`src/rtl/mem_pkg.sv`:
```
// mem_pkg: shared types and constants for the memory-access stage.
//   state_t        - access sequencer states
//   F3_*           - func3 encodings for scalar loads/stores and matrix access
//   MATRIX_BEATS   - number of 32-bit beats in one 128-bit matrix access
//   is_misaligned  - alignment check for an access size / low address bits
package mem_pkg;

    typedef enum logic [1:0] {
        ST_IDLE = 2'd0,
        ST_BUSY = 2'd1,
        ST_DONE = 2'd2
    } state_t;

    localparam logic [2:0] F3_LB     = 3'b000;
    localparam logic [2:0] F3_LH     = 3'b001;
    localparam logic [2:0] F3_LW     = 3'b010;
    localparam logic [2:0] F3_LBU    = 3'b100;
    localparam logic [2:0] F3_LHU    = 3'b101;
    localparam logic [2:0] F3_SB     = 3'b000;
    localparam logic [2:0] F3_SH     = 3'b001;
    localparam logic [2:0] F3_SW     = 3'b010;
    localparam logic [2:0] F3_MATRIX = 3'b111;

    localparam int MATRIX_BEATS = 4;

    // Bytes are never misaligned; halves need an even address, words a
    // 4-byte boundary and matrix accesses a 16-byte boundary.
    function automatic logic is_misaligned(input logic [2:0] f3, input logic [3:0] addr_lo);
        logic mis;
        mis = 1'b0;
        if (f3 == F3_MATRIX) begin
            mis = (addr_lo != 4'h0);
        end else if (f3[1:0] == 2'b01) begin
            mis = addr_lo[0];
        end else if (f3[1:0] == 2'b10) begin
            mis = (addr_lo[1:0] != 2'b00);
        end
        return mis;
    endfunction

endpackage

```
`src/rtl/mem_access_stage_load_align_ext.sv`:
```
// load_align_ext: selects the addressed byte/half of a loaded word and
// sign- or zero-extends it to 32 bits. Words pass through unchanged.
//   word    - raw 32-bit word read from memory
//   addr_lo - low two bits of the byte address
//   func3   - load size/sign encoding
//   data    - extended load result
module load_align_ext
    import mem_pkg::*;
(
    input  logic [31:0] word,
    input  logic [1:0]  addr_lo,
    input  logic [2:0]  func3,
    output logic [31:0] data
);

    logic [31:0] shifted;

    always_comb begin
        shifted = word >> {addr_lo, 3'b000};
        data    = word;
        case (func3)
            F3_LB:   data = {{24{shifted[7]}}, shifted[7:0]};
            F3_LBU:  data = {24'h0, shifted[7:0]};
            F3_LH:   data = {{16{shifted[15]}}, shifted[15:0]};
            F3_LHU:  data = {16'h0, shifted[15:0]};
            default: data = word;
        endcase
    end

endmodule

```
`src/rtl/mem_access_stage.sv`:
```
// mem_access_stage: memory-access pipeline stage. Runs scalar loads/stores
// and 128-bit matrix loads/stores (four 32-bit beats) over a valid/ready
// data-memory port, stalling upstream while an access is in flight.
//   me_*            - EX/MEM register outputs (operation, address, data)
//   wb_fwd_data     - write-back value forwarded as scalar store data
//   dm_*            - data-memory request port (req/ready handshake)
//   mem_stall       - hold EX/MEM and earlier stages
//   mem_misalign    - one-cycle pulse when a misaligned access is dropped
//   mem_rdata       - extended scalar load result (valid in DONE)
//   mem_matrix_rdata- assembled matrix load result (valid in DONE)
//   mem_alu_o .. mem_w_select - combinational pass-through to MEM/WB
//
// state | meaning
// IDLE  | no access in flight; sample the presented op
// BUSY  | request beats on the memory port until the last one completes
// DONE  | results valid for one cycle; return to IDLE
module mem_access_stage
    import mem_pkg::*;
#(
    parameter int ADDR_W = 32
) (
    input  logic              clk,
    input  logic              rst,
    input  logic [31:0]       me_regs_data2,
    input  logic [31:0]       me_alu_o,
    input  logic [127:0]      me_matrix_o,
    input  logic [4:0]        me_rd,
    input  logic              me_mem_read,
    input  logic              me_mem_write,
    input  logic              me_mem2reg,
    input  logic [1:0]        me_w_select,
    input  logic              me_rs2_r_select,
    input  logic [2:0]        me_func3_code,
    input  logic [31:0]       wb_fwd_data,
    output logic              dm_req,
    output logic              dm_we,
    output logic [ADDR_W-1:0] dm_addr,
    output logic [31:0]       dm_wdata,
    output logic [3:0]        dm_wstrb,
    input  logic              dm_ready,
    input  logic [31:0]       dm_rdata,
    output logic              mem_stall,
    output logic              mem_misalign,
    output logic [31:0]       mem_rdata,
    output logic [127:0]      mem_matrix_rdata,
    output logic [31:0]       mem_alu_o,
    output logic [127:0]      mem_matrix_o,
    output logic [4:0]        mem_rd,
    output logic              mem_mem2reg,
    output logic [1:0]        mem_w_select
);

    state_t              state, state_next;
    logic [1:0]          beat;
    logic [ADDR_W-1:0]   base_addr;
    logic [2:0]          f3_r;
    logic                we_r;
    logic                mat_r;
    logic [127:0]        wdata_r;
    logic [3:0]          wstrb_r;
    logic [3:0][31:0]    rd_words;
    logic                misalign_r;

    logic                mem_op;
    logic                op_misaligned;
    logic                busy;
    logic                beat_done;
    logic                last_beat;
    logic [31:0]         store_src;
    logic [31:0]         store_lane;
    logic [3:0]          store_strb;
    logic [ADDR_W-1:0]   beat_addr;

    assign mem_op        = me_mem_read | me_mem_write;
    assign op_misaligned = is_misaligned(me_func3_code, me_alu_o[3:0]);
    assign busy          = (state == ST_BUSY);
    assign beat_done     = busy & dm_ready;
    assign last_beat     = mat_r ? (beat == 2'(MATRIX_BEATS - 1)) : 1'b1;

    // Scalar store data is lane-replicated so the strobes alone pick the byte/half.
    always_comb begin
        store_src  = me_rs2_r_select ? wb_fwd_data : me_regs_data2;
        store_lane = store_src;
        store_strb = 4'b1111;
        if (me_func3_code != F3_MATRIX) begin
            case (me_func3_code[1:0])
                2'b00: begin
                    store_lane = {4{store_src[7:0]}};
                    store_strb = 4'b0001 << me_alu_o[1:0];
                end
                2'b01: begin
                    store_lane = {2{store_src[15:0]}};
                    store_strb = 4'b0011 << me_alu_o[1:0];
                end
                default: begin
                    store_lane = store_src;
                    store_strb = 4'b1111;
                end
            endcase
        end
    end

    always_ff @(posedge clk or posedge rst) begin
        if (rst) begin
            state <= ST_IDLE;
        end else begin
            state <= state_next;
        end
    end

    always_comb begin
        state_next = state;
        mem_stall  = 1'b0;
        case (state)
            ST_IDLE: begin
                if (mem_op) begin
                    mem_stall  = 1'b1;
                    state_next = op_misaligned ? ST_DONE : ST_BUSY;
                end
            end
            ST_BUSY: begin
                mem_stall = 1'b1;
                if (beat_done && last_beat) begin
                    state_next = ST_DONE;
                end
            end
            ST_DONE: begin
                state_next = ST_IDLE;
            end
            default: begin
                state_next = ST_IDLE;
            end
        endcase
    end

    always_ff @(posedge clk or posedge rst) begin
        if (rst) begin
            beat       <= 2'd0;
            base_addr  <= '0;
            f3_r       <= 3'b000;
            we_r       <= 1'b0;
            mat_r      <= 1'b0;
            wdata_r    <= '0;
            wstrb_r    <= 4'b0000;
            rd_words   <= '0;
            misalign_r <= 1'b0;
        end else begin
            misalign_r <= 1'b0;
            if (state == ST_IDLE && mem_op) begin
                base_addr  <= me_alu_o[ADDR_W-1:0];
                f3_r       <= me_func3_code;
                we_r       <= me_mem_write;
                mat_r      <= (me_func3_code == F3_MATRIX);
                wdata_r    <= (me_func3_code == F3_MATRIX) ? me_matrix_o : {96'h0, store_lane};
                wstrb_r    <= store_strb;
                beat       <= 2'd0;
                // Cleared so a dropped (misaligned) access reads back as zero.
                rd_words   <= '0;
                misalign_r <= op_misaligned;
            end else if (beat_done) begin
                if (!we_r) begin
                    rd_words[beat] <= dm_rdata;
                end
                beat <= beat + 2'd1;
            end
        end
    end

    assign beat_addr = {base_addr[ADDR_W-1:2], 2'b00} + {{(ADDR_W-4){1'b0}}, beat, 2'b00};

    // Port outputs decode from registered state only, so an async reset drops
    // the request at once and nothing shifts while waiting on dm_ready.
    assign dm_req   = busy;
    assign dm_we    = busy & we_r;
    assign dm_addr  = busy ? beat_addr : '0;
    assign dm_wdata = (busy && we_r) ? wdata_r[{beat, 5'b00000} +: 32] : 32'h0;
    assign dm_wstrb = (busy && we_r) ? wstrb_r : 4'b0000;

    assign mem_misalign     = misalign_r;
    assign mem_matrix_rdata = rd_words;

    load_align_ext u_load_align_ext (
        .word    (rd_words[0]),
        .addr_lo (base_addr[1:0]),
        .func3   (f3_r),
        .data    (mem_rdata)
    );

    assign mem_alu_o    = me_alu_o;
    assign mem_matrix_o = me_matrix_o;
    assign mem_rd       = me_rd;
    assign mem_mem2reg  = me_mem2reg;
    assign mem_w_select = me_w_select;

endmodule

```
`config.mk`:
```
export PLATFORM = sky130hd
export DESIGN_NAME = mem_access_stage
export DESIGN_NICKNAME = d
export VERILOG_FILES = /design/src/rtl/mem_pkg.sv /design/src/rtl/mem_access_stage_load_align_ext.sv /design/src/rtl/mem_access_stage.sv
export SDC_FILE = /design/constraint.sdc
export NUM_CORES = 1
export LEC_CHECK = 0
export CAP_MARGIN = 20
export CELL_PAD_IN_SITES_DETAIL_PLACEMENT = 1
export CELL_PAD_IN_SITES_GLOBAL_PLACEMENT = 1
export CORE_AREA = 3 3 264 266
export DETAILED_ROUTE_END_ITERATION = 16
export DIE_AREA = 0 0 267 269
export GPL_TIMING_DRIVEN = 0
export PLACE_DENSITY_LB_ADDON = 0.1
export SLEW_MARGIN = 20
export SYNTH_ARGS = -nofsm -noshare
export SYNTH_HDL_FRONTEND = slang
export SYNTH_HIERARCHICAL = 1
export SYNTH_SLANG_ARGS = --single-unit
```
`constraint.sdc`:
```
create_clock -name clk -period 11.45 [get_ports clk]
set_input_delay 2.29 -clock clk [delete_from_list [all_inputs] [get_ports clk]]
set_output_delay 2.29 -clock clk [all_outputs]
set_load 0.02 [all_outputs]
```
==> results.txt <==
status: finished clean
tightest slew margin relative to the limit: 39.8%
number of vias per cell: 4.73
kind of critical path: in -> out
commonest register cell after synthesis: sky130_fd_sc_hd__dfrtp_1
maximum number of pins on one net before global-route repair: 88
most used cells in the layout excluding fill and tap cells: sky130_fd_sc_hd__clkdlybuf4s50_1, sky130_fd_sc_hd__nand2_1, sky130_fd_sc_hd__dfrtp_1
total number of H-tree levels: 2
placement row count: 95
initial detailed-routing violation count: 766
post-layout min period: 6.17 ns
launch instance of the worst min-delay path: wstrb_r[0]$_DFFE_PP0P_
Seq pwr share: 31.3%
PnR worst setup slack: 5.28 ns
RSZ-0062 raised after global routing: no
Filler Cells Inserted: 7688
number of antenna violations at the first check in global routing: 5
Synth Instances: 1737
final clock skew: 0.0185 ns
relative area change from synthesis to final layout: 56.9%
count of antenna-violating nets left after detailed routing: 0
part of the Yosys area used for sequential elements: 47.2%
Worst setup startpoint: me_alu_o[2]
final cell count without fillers: 3343
FMAX: 162 MHz
Setup TNS Final: 0 ns
Critical Path Start Type: input pin
total area of sequential cells: 7560 um2
share of cells above drive strength 1: 12.4%
final weighted congestion in routability-driven placement: 0.861
CTS tree: done
number of setup violations in the final report: 0
maximum ir drop on the vdd rail: 91.5 uV
fraction of the cycle the final worst path needs: 53.9%
total I/O pin count: 673
DPL Wire Length: 67.2 mm
dpl cells: 3274
async set or reset register ratio after synthesis: 100%
post-layout instance area: 25100 um2
count of different cell masters after synthesis: 59
area used by multi-input combinational logic: 6580 um2
Post-Place Setup Slack: 5.28 ns
total routed wirelength: 83.1 mm
Post-CTS Hold Buffers: 0
wire length of the first global-routing pass: 119 mm
die height: 269 um
FF-to-FF setup slack: 8.04 ns
commonest non-fill, non-tap cell in the layout: sky130_fd_sc_hd__clkdlybuf4s50_1
Clock Sink Count: 302
total CTS buffers: 39
root buffer cell: sky130_fd_sc_hd__clkbuf_16
synthesized area divided by synthesized cell count: 9.22 um2
starting density of the core: 23.8%
hold path endpoint: wstrb_r[0]$_DFFE_PP0P_
total placed instance area: 23800 um2
Max Root-Sink Buffers: 3
register clock-pin slew on the reported worst setup and hold paths: 0.06 ns
number of iterations in the first detailed-routing pass: 5
MaxCap Viol Count: 0
path type of the worst min-delay path: reg -> reg
cell internal power dissipation: 2.88 mW
number of synthesized register bits: 302
Lkg Pwr: 10.6 nW
Total Die Area: 71800 um2
GRT Total Usage: 22.5%
combinational cell fraction of total power: 42.4%
number of global-route vias before repair: 17300
Final Hold Vio Count: 0
critical path data arrival time: 3.88 ns
Vias: 15800
switching power of the nets: 1.95 mW
Std-Cell Core Area: 67300 um2
per-cell routed wire length: 24.8 um
depth of the most critical reg-to-reg path: 8
die width: 267 um
count of buffers from port buffering: 660
post-route DRC violation count: 0
clk_lat worst skew: 0.56 ns
final net count: 2722
Synth Warn #: 6
capturing element type of the critical path: output pin
Max FO, Critical Path: 3
buffer count from post-CTS setup fixing: 0
share of total power consumed by net switching: 40.3%
pwr/cell area: 192 nW/um2
Worst R2R Start: beat[1]$_DFFE_PP0N_
Overflow after GRT: 0
transition time at the pin with the least slew margin: 0.904 ns
number of cells on the worst hold path: 2
number of enable flip-flop cells after synthesis: 0
mapped cell area: 16000 um2
reg2reg end: mem_matrix_rdata[33]$_DFFE_PP0P_
max-slew violation count: 0
quantity of gates resized following cts: 0
share of power burned in the clock network: 26.3%
data required time at the worst endpoint: 9.16 ns
-- area by class of cell --
| cell class | instances | share of cell area [%] |
|---|---|---|
| Clock inverter | 9 | 0.438 |
| Multi-Input combinational cell | 1125 | 26.2 |
| Antenna cell | 1 | 0.00996 |
| Timing Repair Buffer | 663 | 26.6 |
| Sequential cell | 302 | 30.1 |
| Tap cell | 873 | 4.35 |
| Buffer | 297 | 7.27 |
| Clock buffer | 59 | 4.79 |
| Inverter | 14 | 0.239 |
-- cell usage after synthesis (6+ instances only) --
master | n | area share [%]
sky130_fd_sc_hd__a21oi_1 | 175 | 5.5
sky130_fd_sc_hd__a22o_1 | 99 | 5.4
sky130_fd_sc_hd__and3_1 | 39 | 1.5
sky130_fd_sc_hd__buf_1 | 12 | 0.28
sky130_fd_sc_hd__buf_2 | 11 | 0.34
sky130_fd_sc_hd__buf_4 | 170 | 8.0
sky130_fd_sc_hd__buf_6 | 8 | 0.56
sky130_fd_sc_hd__clkbuf_1 | 96 | 2.3
sky130_fd_sc_hd__dfrtp_1 | 302 | 47
sky130_fd_sc_hd__ha_1 | 6 | 0.47
sky130_fd_sc_hd__inv_1 | 13 | 0.30
sky130_fd_sc_hd__mux2i_1 | 38 | 2.4
sky130_fd_sc_hd__mux4_2 | 33 | 4.6
sky130_fd_sc_hd__nand2_1 | 433 | 10
sky130_fd_sc_hd__nand3_1 | 16 | 0.50
sky130_fd_sc_hd__nand4_1 | 8 | 0.31
sky130_fd_sc_hd__nor2_1 | 80 | 1.9
sky130_fd_sc_hd__nor3_1 | 11 | 0.34
sky130_fd_sc_hd__o211ai_1 | 10 | 0.47
sky130_fd_sc_hd__o21ai_0 | 69 | 2.2
sky130_fd_sc_hd__o22ai_1 | 8 | 0.31
sky130_fd_sc_hd__o31ai_1 | 10 | 0.47
sky130_fd_sc_hd__or3_1 | 10 | 0.39
sky130_fd_sc_hd__or4_1 | 6 | 0.28
sky130_fd_sc_hd__xor2_1 | 9 | 0.49
-- power by group through the flow --
stage	registers (mW)	clock network (mW)	logic [mW]
finish	1.51	1.27	2.05
global route	1.54	1.35	2.22
CTS	1.51	1.31	2.09
detailed placement	1.53	0	2.08
global placement	1.52	0	2.05
floorplan	1.47	0	1.10
-- layer usage --
metal,vias to the layer above,routed length [um],GRT usage [%]
met4,6,2230,6.24
met2,487,42400,40.8
met5,-,44,0
met1,7971,34000,26.9
li1,7232,-,-
met3,102,4390,4.82
-- through the flow --
step	power (mW)	hold WS (ns)	utilization (%)
floorplan	2.57	0.442	-
global placement	3.56	0.463	35.3
detailed placement	3.61	0.466	35.4
CTS	4.91	0.479	37.3
global route	5.11	0.518	37.3
finish	4.83	0.472	37.3
-- cells by family (layout without fill, tap and decap cells) --
family | after synthesis | in the layout | share of synthesized area [%]
AO/OA/AOI/OAI | 400 | 400 | 15.8
other | 1 | 3 | 0.0234
multiplexers | 76 | 76 | 7.37
AND/OR/NAND/NOR | 628 | 628 | 16.6
XOR/XNOR | 12 | 12 | 0.656
buffers and inverters | 311 | 1042 | 11.7
adder cells (fa/ha/maj) | 7 | 7 | 0.594
flip-flops | 302 | 302 | 47.2
-- flip-flops by register name, indices dropped and copies added (netlist names) --
register,flops
state,2
mem_matrix_rdata,128
beat,2
wstrb_r,4
we_r,1
mat_r,1
mem_misalign,1
f3_r,3
base_addr,32
wdata_r,128
-- worst max-delay path, cell delays in order --
cell and delay, ns:
sky130_fd_sc_hd__clkdlybuf4s50_1 0.79, sky130_fd_sc_hd__buf_4 0.20, sky130_fd_sc_hd__clkdlybuf4s50_1 0.60
-- worst max-delay path by stage --
stage / to / depth (start not counted)
CTS: mem_alu_o[0] / 3
detailed placement: mem_alu_o[0] / 3
global route: dm_addr[31] / 7
finish: mem_alu_o[2] / 3
global placement: base_addr[20]$_DFFE_PP0P_ / 2
floorplan: base_addr[0]$_DFFE_PP0P_ / 1
Power figures use the tool's default switching activity.
